==> config.mk <==
export PLATFORM = sky130hd
export DESIGN_NAME = trng_dbg_csr
export DESIGN_NICKNAME = d
export VERILOG_FILES = /design/src/rtl/trng_dbg_csr.sv
export SDC_FILE = /design/constraint.sdc
export NUM_CORES = 1
export LEC_CHECK = 0
export ABC_AREA = 0
export BUFFER_PORTS_ARGS = -buffer_cell sky130_fd_sc_hd__buf_2
export CORE_ASPECT_RATIO = 0.9
export CORE_MARGIN = 4
export CORE_UTILIZATION = 48
export DETAILED_ROUTE_END_ITERATION = 8
export HOLD_SLACK_MARGIN = 0.03
export PLACE_DENSITY = 0.84
export SETUP_SLACK_MARGIN = 0.15
export SLEW_MARGIN = 20
export SYNTH_ARGS = -nofsm -noshare
export SYNTH_HDL_FRONTEND = slang
export SYNTH_SLANG_ARGS = --single-unit
export TNS_END_PERCENT = 30
==> constraint.sdc <==
create_clock -name clk -period 3.18 [get_ports clk]
set_input_delay 0.636 -clock clk [delete_from_list [all_inputs] [get_ports clk]]
set_output_delay 0.636 -clock clk [all_outputs]
set_load 0.005 [all_outputs]
==> src/rtl/trng_dbg_csr.sv <==
// Debug/control register block for the Cryptech TRNG CSPRNG channels: key-guarded debug mode,
// round count, reseed pulses and sticky error capture. Define TRNG_DBG_ERRCNT_EN for per-channel error counters.
module trng_dbg_csr #(
    parameter int unsigned NUM_CH         = 2,
    parameter logic [4:0]  DEFAULT_ROUNDS = 5'd24,
    parameter logic [4:0]  MIN_ROUNDS     = 5'd8,
    parameter logic [31:0] UNLOCK_KEY     = 32'h6465_6267,
    parameter int unsigned UNLOCK_WINDOW  = 16,
    parameter int unsigned ERR_CNT_WIDTH  = 8
) (
    input  logic              clk,
    input  logic              reset_n,
    input  logic              cs,
    input  logic              we,
    input  logic [7:0]        address,
    input  logic [31:0]       write_data,
    output logic [31:0]       read_data,
    output logic              error,
    output logic              csprng_debug_mode,
    output logic [4:0]        csprng_num_rounds,
    output logic [NUM_CH-1:0] csprng_reseed,
    input  logic [NUM_CH-1:0] csprng_error,
    output logic              security_error
);

    localparam logic [7:0] ADDR_NAME0     = 8'h00;
    localparam logic [7:0] ADDR_NAME1     = 8'h01;
    localparam logic [7:0] ADDR_VERSION   = 8'h02;
    localparam logic [7:0] ADDR_CTRL      = 8'h08;
    localparam logic [7:0] ADDR_RESEED    = 8'h09;
    localparam logic [7:0] ADDR_STATUS    = 8'h0a;
    localparam logic [7:0] ADDR_UNLOCK    = 8'h0b;
    localparam logic [7:0] ADDR_LOCKSTATE = 8'h0c;
    localparam logic [7:0] ADDR_ERRCNT    = 8'h10;

    localparam logic [31:0] CORE_NAME0   = 32'h7472_6e67;
    localparam logic [31:0] CORE_NAME1   = 32'h2d64_6267;
    localparam logic [31:0] CORE_VERSION = 32'h312e_3030;

    localparam int unsigned      WIN_W    = (UNLOCK_WINDOW > 1) ? $clog2(UNLOCK_WINDOW) : 1;
    localparam logic [WIN_W-1:0] WIN_LOAD = WIN_W'(UNLOCK_WINDOW - 1);

    typedef enum logic [1:0] {
        LOCKED   = 2'd0,
        ARMED    = 2'd1,
        UNLOCKED = 2'd2
    } lock_state_e;

    lock_state_e       state_q, state_d;
    logic [WIN_W-1:0]  win_q, win_d;
    logic              debug_q, debug_d;
    logic [4:0]        rounds_q, rounds_d;
    logic [NUM_CH-1:0] reseed_q, reseed_d;
    logic              sec_q, sec_d;
    logic [NUM_CH-1:0] sticky_q, sticky_d;
    logic [NUM_CH-1:0] err_s_q, err_s_d;
    logic [NUM_CH-1:0] err_q, err_d;

    logic              wr, wr_ctrl, wr_reseed, wr_status, wr_unlock;
    logic              wr_dbg, rounds_ok, key_ok;
    logic [4:0]        wr_rounds;
    logic [NUM_CH-1:0] rise;
    logic              cnt_hit;
    logic [31:0]       cnt_rdata;
    logic              unused_wdata;

    assign unused_wdata = ^write_data;

    // Access decode shared by the state, control and read paths.
    always_comb begin
        wr        = cs & we;
        wr_ctrl   = wr && (address == ADDR_CTRL);
        wr_reseed = wr && (address == ADDR_RESEED);
        wr_status = wr && (address == ADDR_STATUS);
        wr_unlock = wr && (address == ADDR_UNLOCK);
        wr_dbg    = write_data[0];
        wr_rounds = write_data[12:8];
        rounds_ok = (wr_rounds >= MIN_ROUNDS);
        key_ok    = (write_data == UNLOCK_KEY);
        rise      = err_s_q & ~err_q;
    end

    // Unlock FSM; a debug enable in the final ARMED cycle beats window expiry.
    always_comb begin
        state_d = state_q;
        win_d   = win_q;
        case (state_q)
            LOCKED: begin
                if (wr_unlock && key_ok) begin
                    state_d = ARMED;
                    win_d   = WIN_LOAD;
                end
            end
            ARMED: begin
                if (wr_ctrl && rounds_ok && wr_dbg) begin
                    state_d = UNLOCKED;
                end else if (win_q == '0) begin
                    state_d = LOCKED;
                end else begin
                    win_d = win_q - WIN_W'(1);
                end
            end
            UNLOCKED: begin
                if (wr_ctrl && rounds_ok && !wr_dbg) begin
                    state_d = LOCKED;
                end
            end
            default: state_d = LOCKED;
        endcase
    end

    // Control fields, reseed pulses, security flag and sticky error bits.
    always_comb begin
        debug_d  = (state_d == UNLOCKED);
        rounds_d = rounds_q;
        reseed_d = '0;
        sec_d    = sec_q;
        sticky_d = sticky_q;
        err_s_d  = csprng_error;
        err_d    = err_s_q;
        if (wr_ctrl && rounds_ok) begin
            rounds_d = wr_rounds;
        end
        if (wr_reseed) begin
            reseed_d = write_data[NUM_CH-1:0];
        end
        if (wr_status) begin
            sticky_d = sticky_q & ~write_data[NUM_CH-1:0];
            if (write_data[16]) begin
                sec_d = 1'b0;
            end
        end
        if ((state_q == LOCKED) && ((wr_ctrl && wr_dbg) || (wr_unlock && !key_ok))) begin
            sec_d = 1'b1;
        end
        sticky_d = sticky_d | rise;
    end

`ifdef TRNG_DBG_ERRCNT_EN
    logic [ERR_CNT_WIDTH-1:0] cnt_q [NUM_CH];
    logic [ERR_CNT_WIDTH-1:0] cnt_d [NUM_CH];

    // Clear is applied before the increment so a coincident error edge leaves the count at 1.
    always_comb begin
        cnt_hit   = 1'b0;
        cnt_rdata = '0;
        for (int unsigned i = 0; i < NUM_CH; i++) begin
            cnt_d[i] = cnt_q[i];
            if (address == (ADDR_ERRCNT + 8'(i))) begin
                cnt_hit   = 1'b1;
                cnt_rdata = 32'(cnt_q[i]);
                if (wr) begin
                    cnt_d[i] = '0;
                end
            end
            if (rise[i] && (cnt_d[i] != '1)) begin
                cnt_d[i] = cnt_d[i] + ERR_CNT_WIDTH'(1);
            end
        end
    end

    always_ff @(posedge clk or negedge reset_n) begin
        if (!reset_n) begin
            for (int unsigned i = 0; i < NUM_CH; i++) begin
                cnt_q[i] <= '0;
            end
        end else begin
            cnt_q <= cnt_d;
        end
    end
`else
    localparam int unsigned unused_cnt_w = ERR_CNT_WIDTH;

    always_comb begin
        cnt_hit   = 1'b0;
        cnt_rdata = '0;
    end
`endif

    // Combinational read mux and access error.
    always_comb begin
        read_data = '0;
        error     = 1'b0;
        case (address)
            ADDR_NAME0: begin
                read_data = CORE_NAME0;
                error     = we;
            end
            ADDR_NAME1: begin
                read_data = CORE_NAME1;
                error     = we;
            end
            ADDR_VERSION: begin
                read_data = CORE_VERSION;
                error     = we;
            end
            ADDR_CTRL: begin
                read_data = {19'b0, rounds_q, 7'b0, debug_q};
                error     = we && (!rounds_ok || (wr_dbg && (state_q == LOCKED)));
            end
            ADDR_RESEED: read_data = '0;
            ADDR_STATUS: read_data = 32'(sticky_q) | {15'b0, sec_q, 16'b0};
            ADDR_UNLOCK: error = we && !key_ok && (state_q == LOCKED);
            ADDR_LOCKSTATE: begin
                read_data = {30'b0, state_q};
                error     = we;
            end
            default: begin
                read_data = cnt_rdata;
                error     = !cnt_hit;
            end
        endcase
        if (!cs) begin
            read_data = '0;
            error     = 1'b0;
        end
    end

    always_ff @(posedge clk or negedge reset_n) begin
        if (!reset_n) begin
            state_q  <= LOCKED;
            win_q    <= '0;
            debug_q  <= 1'b0;
            rounds_q <= DEFAULT_ROUNDS;
            reseed_q <= '0;
            sec_q    <= 1'b0;
            sticky_q <= '0;
            err_s_q  <= '0;
            err_q    <= '0;
        end else begin
            state_q  <= state_d;
            win_q    <= win_d;
            debug_q  <= debug_d;
            rounds_q <= rounds_d;
            reseed_q <= reseed_d;
            sec_q    <= sec_d;
            sticky_q <= sticky_d;
            err_s_q  <= err_s_d;
            err_q    <= err_d;
        end
    end

    assign csprng_debug_mode = debug_q;
    assign csprng_num_rounds = rounds_q;
    assign csprng_reseed     = reseed_q;
    assign security_error    = sec_q;

endmodule

**Word-level counts from Yosys, hierarchy flattened**

Index checks and enable logic that the tools add are counted.
Widths: inputs -> output; s select.

- Register bits: 21
- Latch bits: 0
- RAM bits: 0
- Bits in read-only memories: 0
- Input bits: 46
- Word-level logic and storage cells: 80
- Memories kept: 0

- Add/subtract/negate cells: 1
- Multiply operators: 0
- Divide/modulo/power cells: 0
- $lt $le $gt $ge: 1
- Eq/ne operators: 14
- Shift-type cells: 0
- Mux-type cells: 18
- Bitwise logic cells: 7
- Reductions and logical operators: 30

Operators by type and width:

| cell | number |
|---|---|
| $pmux 31 s6 | 1 |
| $eq 8x4->1 const B | 5 |
| $eq 32x31->1 const B | 1 |
| $mux 32 | 1 |
| $or 2x17->17 | 1 |
| $logic_and 1x1->1 | 15 |
| $mux 2 | 6 |
| $mux 4 | 3 |
| $eq 8x1->1 const B | 1 |
| $eq 8x2->1 const B | 1 |
| $logic_not 8->1 | 1 |
| $pmux 4 s2 | 1 |
| $ne 2x2->1 const B | 3 |
| $pmux 2 s3 | 1 |
| $reduce_bool 2->1 | 3 |
| $ge 5x4->1 const B | 1 |
| $and 2x2->2 | 2 |
| $eq 2x2->1 const B | 2 |
| $logic_not 4->1 | 1 |
| $mux 1 | 4 |
| $not 2->2 | 2 |
| $pmux 1 s4 | 1 |
| $reduce_and 4->1 | 1 |
| $reduce_or 4->1 | 1 |
| other kinds (9) | 12 |

**Longest topological paths before layout**

Gate-level depths: netlist of run 1.

- Depth after elaboration: 7
- Gate-level depth with buffers: 6
- Mapped depth without buffers: 6

**Worst setup path before layout of run 1**

OpenSTA, ideal clock, no wires.

- Kind: input-to-output
- Start point: input address[7]
- End point: output error
- Arrival time: 1.912 ns
- Setup slack: 0.632 ns
- Cell stages on the path: 4
- Path buffers: 0
- Cells stage by stage: or4_4 -> or2_0 -> or2_2 -> o211ai_1

- Word-level cells in the longest chain between the ends: 4
- Elaborated cells on any way between the ends: 12
- Classes of those cells: eq/ne: 7; mux: 2; reduce/logical: 3

RTL lines:

| element | RTL line | RTL |
|---|---|---|
| from (decl) | 15 | `input logic [7:0] address,` |
| $eq 8x4->1 (tied with other cells) | 184 | `case (address)` |
| $reduce_or 4->1 (no source line) or $reduce_or 2->1 (tied branches) | -- |  |
| $pmux 1 s4 (*) | 184 |  |
| $mux 1 (*) | 213 | `if (!cs) begin` |
| to (decl) | 18 | `output logic error,` |

Every way passes the cells marked *; elsewhere a longest branch is shown, timed or not.

**Worst setup path in the final report of run 1**

Ends and elaborated chain as after synthesis.

==> results of run 1 <==
-- final timing paths --
path | startpoint | endpoint | slack [ns]
worst max-delay path | address[7] | error | 0.31
min in group clk | err_d[0] | err_q[0] | 0.39
worst max register to register | state_q[1] | win_q[2] | 1.57
worst min-delay path | reset_n | err_q[0] | 0.27
max in group asynchronous | reset_n | csprng_num_rounds[4] | 2.56
worst min register to register | err_d[0] | err_q[0] | 0.39
-- through the flow --
step	hold slack (ns)	util (%)	power [mW]	area, um^2
finish	0.2724	61.46	0.4860	1899
global route	0.2981	61.46	0.5145	1899
CTS	0.2813	61.46	0.4915	1899
detailed placement	0.3701	60.61	0.3677	1873
global placement	0.3610	60.61	0.3657	1873
floorplan	0.3404	-	0.3264	1577
-- kinds of logic after synthesis --
group                      count (synthesis)  share of synthesized area (%)
AOI/OAI and AO/OA                         42                          17.43
xor gates and xnor gates                   1                         0.5624
adders and majority gates                  1                         0.8031
buffers and inverters                     33                          12.53
DFF                                       21                          33.90
muxes                                      4                          2.811
other                                      1                         0.2407
and+or+nand+nor                           80                          31.73
-- report_power, final --
part | total, mW | internal, mW | switching [mW]
Combinational | 0.0876 | 0.0387 | 0.0489
Sequential | 0.276 | 0.273 | 0.00320
Clock | 0.123 | 0.0489 | 0.0738
-- layer usage --
metal  GRT usage, %  wire (um)
met1          27.71       1755
met2          28.43       1746
met3          4.856        467
met4          2.550         21
met5              0          0
-- synth_stat cells, drive strengths merged, types with 4 or more instances --
library cell and instances:
nand3 7, nor4 4, or2 5, clkbuf 5, inv 9, o21ai 11, a21oi 13, nor3 7
nor2 17, nor4bb 4, dfrtp 19, buf 19, nand2 8
-- sequential cells by signal (all words and copies together), names as in the netlist --
name,cells
security_error,1
sticky_q,2
csprng_debug_mode,1
csprng_num_rounds,5
csprng_reseed,2
state_q,2
err_d,2
win_q,4
err_q,2
-- cells in the final DEF, fill, tap and decap left out, types with 2 or more instances in the layout --
cell / count
and3_1: 2
a22oi_1: 2
or3b_2: 2
dfrtp_1: 19
clkbuf_4: 3
buf_2: 81
o21ai_0: 10
a22o_1: 3
nor4bb_1: 4
a31oi_1: 3
and2_1: 3
nand3_1: 7
inv_1: 9
dfstp_2: 2
nand2_1: 8
nand4_1: 3
conb_1: 6
nor4_1: 3
nor3b_1: 2
o21a_1: 2
and4b_1: 2
nand2b_1: 3
o211ai_1: 2
or2_2: 4
a21oi_1: 12
mux2_1: 2
nor4b_1: 2
nor3_1: 7
or4_4: 3
nor2_1: 17
nor2b_1: 2
-- layout make-up --
| class | count | area, um^2 | area share [%] |
|---|---|---|---|
| timing repair buffer | 81 | 405.4 | 21.34 |
| multi-input combinational | 134 | 853.3 | 44.93 |
| tap | 42 | 52.55 | 2.767 |
| sequential | 21 | 528.0 | 27.80 |
| clock buffer | 4 | 26.28 | 1.383 |
| inverter | 9 | 33.78 | 1.779 |
==> metrics.cfg, run 1 <==
[critical_path]
critical_path_arrival_ns=2.23
cp-start-kind=input pin
worstSetupEndpointType=primary output
cp_common_cell=buf_2
required_ns=2.54
worst-path-buf-inv=2
cp.depth=6
cp_top_family=simple AND/OR/NAND/NOR gates
crit_path_top_delay_cell=or4_4
crit_type=input pin to primary output
rr_worst_depth=4
max_stage_delay_ns=0.62
path_cells=buf_2, or4_4, or2_0, or2_2, o211ai_1, buf_2
critPathMaxFanout=12

[timing]
slew_headroom_pct=61.37
drv_slew=0
finalWorstSetupSlack_ns=0.3127
worstMarginPinSlew_ns=0.5717
finalHoldViolations=0
fin_crit_sh_pct=90.17
skew_ns=0.0009209
final.setup.tns_ns=0
rsz0062_at_grt=no
max_freq_ghz=0.3488
setup_violations=0
period_minus_slack_ns=2.867

[die]
die_h_um=62.05
dieArea_mm2=0.004222
core_area_mm2=0.003090
rows=19
ios=88
fp.dieW_um=68.05
start_util_pct=50.40

[clocking]
cts_num_sinks=21
cts_max_path_buffers=2
numCtsBuffers=3
cts_resized=0
clock_latency_ns=0.30
postCtsSetupBuffers=0
cts_root_buffer=clkbuf_4
cts_hold_buffers=0
path_clk_slew_ns=0.10
h-tree-depth=1
tritoncts=yes

[layout]
stdcell_count=291
drive_gt1_share_pct=39.76
fillers=297
fin_nets=297
n_antenna_cell=0
areaGrowthSynthToFinish_pct=21.93

[synthesis]
seq_area_frac_synth_pct=33.90
syn_inst=183
ys.flop_type=dfrtp_1
avgSynthCellArea_um2=8.512
synthTopCellsByArea=dfrtp_1 (31%), buf_4 (8.2%), nor2_1 (4.1%), a21oi_1 (3.9%), dfstp_2 (3.4%)
synth_area_mm2=0.001558
yosysTopAreaCell=dfrtp_1
synth-async-reset-ratio_pct=100.0
ys.warnings.count=0
ys_types=51
yosys.area.top_type_share_pct=30.52
synth_edf_count=0
ys_ff_latch=21

[global_routing]
grt.overflow.total=0
grt_pass1_vias=1337
antenna_found_initial=0
grt_pass1_wl_mm=6.058
grt_use_total_pct=18.80
grt_start_max_net_pins=26

[job]
cap_violations=0

[place]
gp_congestion=0.8911
dp_hpwl_mm=3.245
port_buffers=81
dp_cells=287
pre_cts_slack_ns=0.3120

[detailed_routing]
drt-initial-drc-count=107
postRouteAntennaNets=0
route.detailed.drc=0
route.vias.total=1596
dr.pass1.iters=6
wl_per_cell_um=13.71
via_per_inst=5.485
drt-total-wl_mm=3.990

[pwr]
worst_ir_drop_vdd_mv=0.1890
power_density_mw_per_mm2=255.9
leakage_nw=0.9625

[worst_hold_path]
hp-class=input pin to async pin

[run_status]
status=completed

No activity file was read; power rests on OpenSTA's default activity.
==> run 2, diff against run 1 <==
--- a/config.mk
+++ b/config.mk
@@ -5,11 +5,11 @@
 export SDC_FILE = /design/constraint.sdc
 export NUM_CORES = 1
 export LEC_CHECK = 0
-export ABC_AREA = 0
+export ABC_AREA = 1
 export BUFFER_PORTS_ARGS = -buffer_cell sky130_fd_sc_hd__buf_2
 export CORE_ASPECT_RATIO = 0.9
 export CORE_MARGIN = 4
-export CORE_UTILIZATION = 48
+export CORE_UTILIZATION = 49
 export DETAILED_ROUTE_END_ITERATION = 8
 export HOLD_SLACK_MARGIN = 0.03
 export PLACE_DENSITY = 0.84
==> run 2 against run 1 <==
Critical path depth is 3 higher. Area after synthesis is 9.4% higher. Clock power is 38% higher. Flip-flop and latch count stayed put. Clock skew is 0.0042 ns higher. Register-to-register slack better by 0.23 ns. Final cell count is 34% higher. Worst hold slack better by 0.050 ns. Largest power group unchanged. Highest routed layer unchanged.
==> metrics.cfg, run 2 <==
[synthesis]
synth-async-reset-ratio_pct=100.0
ys_ff_latch=21
seq_area_frac_synth_pct=30.98
ys.warnings.count=0
syn_inst=275
synth_common_cells=nand2_1 (74), nor2_1 (44), inv_1 (41), nand3_1 (23), dfrtp_1 (19)
synth_edf_count=0
avgSynthCellArea_um2=6.197
ys_types=28
yosys.area.top_type_share_pct=27.90
synth_area_mm2=0.001704
yosysTopAreaCell=dfrtp_1
ys.flop_type=dfrtp_1
synthTopCellsByArea=dfrtp_1 (28%), nand2_1 (16%), nor2_1 (9.7%), inv_1 (9.0%), buf_4 (7.5%)
yosysMostFrequentCell=nand2_1

[clocking]
path_clk_slew_ns=0.07
cts_root_buffer=clkbuf_8
tritoncts=yes
cts_hold_buffers=0
cts_num_sinks=21
clock_latency_ns=0.26
postCtsSetupBuffers=0
cts_max_path_buffers=2
cts_resized=0
h-tree-depth=1
numCtsBuffers=3

[critical_path]
worst-path-buf-inv=2
cp-start-kind=input pin
worstSetupEndpointType=primary output
max_stage_delay_ns=0.39
critPathMaxFanout=11
crit_type=input pin to primary output
cp_top_family=simple AND/OR/NAND/NOR gates
required_ns=2.54
critical_path_arrival_ns=1.87
path_cells=buf_2, nor2_2, nand2_2, nor2_2, nand3_1, nand4_1, nand2_1, nand3_1, buf_2
crit_path_top_delay_cell=nor2_2

[die]
die_h_um=63.95
fp.dieW_um=70.17
start_util_pct=50.82
dieArea_mm2=0.004487
ios=88
core_area_mm2=0.003353
rows=20

[layout]
drive_gt1_share_pct=30.72
fin_nets=393
n_antenna_cell=0
areaGrowthSynthToFinish_pct=22.10
final_cell_mix=buf_2 (81), nand2_1 (74), nor2_1 (44), inv_1 (41), nand3_1 (23)
final_common_cell=buf_2
stdcell_area_mm2=0.002081
largest_register_ffs=5
fillers=330

[pwr]
pwr-share-seq_pct=51.3
worst_ir_drop_vdd_mv=0.2445
p_int_mw=0.3971
p_switching_mw=0.1382
swShare_pct=25.82
power_density_mw_per_mm2=257.3
combPwrFrac_pct=16.9
leakage_nw=1.220
clock_power_share_pct=31.8

[global_routing]
grt_pass1_vias=1693
antenna_found_initial=0
grt_use_total_pct=18.81
grt.overflow.total=0
grt_start_max_net_pins=22
grt_pass1_wl_mm=7.017

[detailed_routing]
route.vias.total=1862
wl_per_cell_um=10.45
via_per_inst=4.787
postRouteAntennaNets=0
dr.pass1.iters=4
drt-total-wl_mm=4.065
route.detailed.drc=0
drt-initial-drc-count=99

[place]
placed_cell_area_mm2=0.002036
dp_hpwl_mm=3.506
port_buffers=81
gp_congestion=0.8695

[timing]
rsz0062_at_grt=no
final.setup.tns_ns=0
drv_slew=0
skew_ns=0.005078
max_freq_ghz=0.3997
hold_slack_ns=0.3219
setup_violations=0
fin_crit_sh_pct=78.67
finalHoldViolations=0
period_minus_slack_ns=2.502

[run_status]
status=completed

[worst_hold_path]
hp-class=input pin to async pin

[job]
cap_violations=0

-- run 2: cell types whose count changed after synthesis, moves of 5 or more --
cell	delta
nand2_1	+66
nor2_2	+9
nand3_1	+16
nor2_1	+27
inv_2	+6
o21ai_0	-5
nor3_1	-6
o21ai_1	+6
inv_1	+32
clkbuf_1	-5
-- run 2: area by class of cell --
class,count,area (um^2),area share [%]
Timing Repair Buffer,81,405.4,19.48
Sequential cell,21,528.0,25.38
Inverter,47,176.4,8.479
Clock buffer,4,45.04,2.165
Tap cell,44,55.05,2.646
Multi-Input combinational cell,192,870.8,41.85
-- run 2: per-stage QoR --
stage	instances	power [mW]	worst slack (ns)	util, %
5_1_grt	389	0.5661	0.5258	62.05
2_1_floorplan	280	0.3254	0.8866	-
3_3_place_gp	385	0.3683	0.7221	60.71
6_report	389	0.5353	0.6783	62.05
3_5_place_dp	385	0.3707	0.6909	60.71
4_1_cts	389	0.5388	0.6869	62.05
-- run 2: layer usage --
layer / GRT usage (%) / routed length, um / part of all wire, %
met5: 0 / 0 / 0
met4: 5.263 / 78 / 1.9
met3: 4.874 / 293 / 7.2
met2: 33.14 / 2013 / 50
met1: 22.62 / 1679 / 41
-- run 2: kinds of logic (layout without fill, tap and decap cells) --
family	after synthesis	after routing	share of synthesized area, %
other cells	1	6	0.2201
flops	21	21	30.98
compound gates	26	26	8.370
buf+inv	67	132	19.02
fa+ha+maj	1	1	0.7341
simple gates	159	159	40.68
-- run 2: path summary, 6_finish.rpt --
path	from	endpoint	slack, ns	cells past startpoint
worst max-delay path	address[5]	error	0.68	9
worst min-delay path	reset_n	win_q[3]	0.32	1
worst max register to register	win_q[0]	win_q[3]	1.80	9
worst min register to register	err_d[1]	err_q[1]	0.38	0
max in group asynchronous	reset_n	csprng_num_rounds[4]	2.52	1
min in group clk	err_d[1]	err_q[1]	0.38	0
-- run 2: power groups by stage --
stage	combinational, mW	sequential, mW	clock (mW)
finish	0.0905	0.275	0.170
global route	0.106	0.275	0.185
CTS	0.0911	0.275	0.173
detailed placement	0.0908	0.280	0
global placement	0.0887	0.280	0
floorplan	0.0459	0.279	0
==> run 3, diff against run 2 <==
--- a/config.mk
+++ b/config.mk
@@ -9,10 +9,10 @@
 export BUFFER_PORTS_ARGS = -buffer_cell sky130_fd_sc_hd__buf_2
 export CORE_ASPECT_RATIO = 0.9
 export CORE_MARGIN = 4
-export CORE_UTILIZATION = 49
+export CORE_UTILIZATION = 41
 export DETAILED_ROUTE_END_ITERATION = 8
 export HOLD_SLACK_MARGIN = 0.03
-export PLACE_DENSITY = 0.84
+export PLACE_DENSITY = 0.74
 export SETUP_SLACK_MARGIN = 0.15
 export SLEW_MARGIN = 20
 export SYNTH_ARGS = -nofsm -noshare
==> constraint.sdc (replaced) <==
create_clock -name clk -period 2.06 [get_ports clk]
set_input_delay 0.412 -clock clk [delete_from_list [all_inputs] [get_ports clk]]
set_output_delay 0.412 -clock clk [all_outputs]
set_load 0.005 [all_outputs]
==> run 3 against run 2 <==
Wire length grew 5.9%. Critical path type unchanged. Final cell count grew 2.1%. First-iteration DRC count shrank 29%. Critical path depth shrank 2.
==> metrics.cfg, run 3 (same netlist as run 2, synthesis figures left out) <==
[run_status]
status=completed

[critical_path]
rr_worst_depth=7
critical_path_arrival_ns=1.46
crit_path_top_delay_cell=nor2_1
max_stage_delay_ns=0.27
critPathMaxFanout=5
cp-start-kind=input pin
reg2reg_to=win_q[2]
r2r_start=state_q[1]
worstSetupEndpointType=primary output
cp_common_cell=buf_2
path_cells=buf_2, nor2_1, nand3_1, nand2_1, inv_2, a31oi_1, buf_2
ff2ff_setup_slack_ns=0.66
crit_type=input pin to primary output
required_ns=1.65

[clocking]
cts_max_path_buffers=2
h-tree-depth=1
numCtsBuffers=3
cts_root_buffer=clkbuf_8
cts_hold_buffers=0
tritoncts=yes
cts_num_sinks=21
clock_latency_ns=0.26
path_clk_slew_ns=0.07

[detailed_routing]
via_per_inst=4.668
route.detailed.drc=0
drt-initial-drc-count=70
route.vias.total=1853
wl_per_cell_um=10.85
dr.pass1.iters=4
postRouteAntennaNets=0
drt-total-wl_mm=4.306

[layout]
final_common_cell=buf_2
largest_register_ffs=5
multi_input_area_um2=927.1
areaGrowthSynthToFinish_pct=28.41
n_antenna_cell=0
fin_nets=399
fillers=402
final_cell_mix=buf_2 (81), nand2_1 (73), inv_1 (41), nor2_1 (40), nand3_1 (23)
drive_gt1_share_pct=34.19
register_area_um2=528.0

[pwr]
power_mw=0.8381
power_density_mw_per_mm2=383.0
pwr-share-seq_pct=50.6
p_switching_mw=0.2240
clock_power_share_pct=31.3
leakage_nw=1.265
worst_ir_drop_vdd_mv=0.3744
swShare_pct=26.73
combPwrFrac_pct=18.1
p_int_mw=0.6141

[place]
pre_cts_slack_ns=0.08380
port_buffers=81
gp_congestion=0.8854
dp_hpwl_mm=3.608

[timing]
fin_crit_sh_pct=90.83
finalWorstSetupSlack_ns=0.1889
setup_violations=0
period_minus_slack_ns=1.871
finalHoldViolations=0
max_freq_ghz=0.5344
final.setup.tns_ns=0
skew_ns=0.002410
rsz0062_at_grt=yes
drv_slew=0

[global_routing]
grt.overflow.total=0
grt_pass1_wl_mm=7.231
grt_pass1_vias=1702
grt_start_max_net_pins=22
grt_use_total_pct=15.98
antenna_found_initial=0

[die]
rows=21
start_util_pct=44.12
core_area_mm2=0.003862
dieArea_mm2=0.005253
fp.dieW_um=75.96
die_h_um=69.16
ios=88

[worst_hold_path]
hp-class=input pin to async pin

[job]
cap_violations=0

run 3: changes by cell type in the layout (fill, tap and decap cells not counted), sizes merged:
cell	change
buf	+6
clkbuf	-1
clkinv	+1
run 3: worst max path at each step:
| stage | slack, ns | depth (start not counted) | start | end |
|---|---|---|---|---|
| finish | 0.19 | 7 | address[2] | read_data[1] |
| floorplan | 0.21 | 8 | address[5] | read_data[14] |
| global route | 0.12 | 9 | address[0] | read_data[0] |
| CTS | 0.11 | 9 | address[7] | read_data[2] |
| detailed placement | 0.08 | 9 | address[1] | error |
| global placement | 0.14 | 9 | address[1] | read_data[0] |
run 3: power groups by stage:
stage / Combinational (mW) / Clock, mW / Sequential (mW)
floorplan: 0.0709 / 0 / 0.431
global placement: 0.140 / 0 / 0.432
detailed placement: 0.142 / 0 / 0.432
CTS: 0.143 / 0.274 / 0.424
global route: 0.173 / 0.301 / 0.425
finish: 0.151 / 0.263 / 0.424
run 3: cell type report:
class | instances | share of cell area, %
Multi-Input combinational cell | 192 | 42.37
Clock inverter | 1 | 0.2287
Inverter | 47 | 8.176
Timing Repair Buffer | 87 | 20.58
Clock buffer | 3 | 1.887
Sequential cell | 21 | 24.13
Tap cell | 46 | 2.630
run 3: worst max-delay path, delay by kind of cell:
family	cells	cell delay, ns
simple gates	3	0.56
compound gates	1	0.15
buf+inv	3	0.33
run 3: routing by layer:
layer | track usage, % | part of all wire [%] | vias to the layer above
met3 | 5.078 | 8.4 | 8
met5 | 0 | 0 | -
met2 | 27.09 | 50 | 55
met4 | 4.150 | 0.86 | 0
li1 | - | - | 983
met1 | 19.43 | 41 | 807
run 3: repair_timing:
| item | in CTS | in global routing |
|---|---|---|
| setup endpoints to repair | 7 | 21 |
| gates cloned | 0 | 0 |
| setup buffers | 0 | 2 |
| pin swaps | 0 | 1 |
| resized for setup | 1 | 14 |
run 3: per-stage QoR:
step	hold slack (ns)	instance area, um^2	cells	utilization [%]
6_report	0.09819	2188	397	56.66
5_1_grt	0.1205	2188	397	56.66
4_1_cts	0.1067	2120	395	54.88
3_5_place_dp	0.3622	2068	391	53.55
3_3_place_gp	0.3575	2068	391	53.55
2_1_floorplan	0.1164	1723	280	-
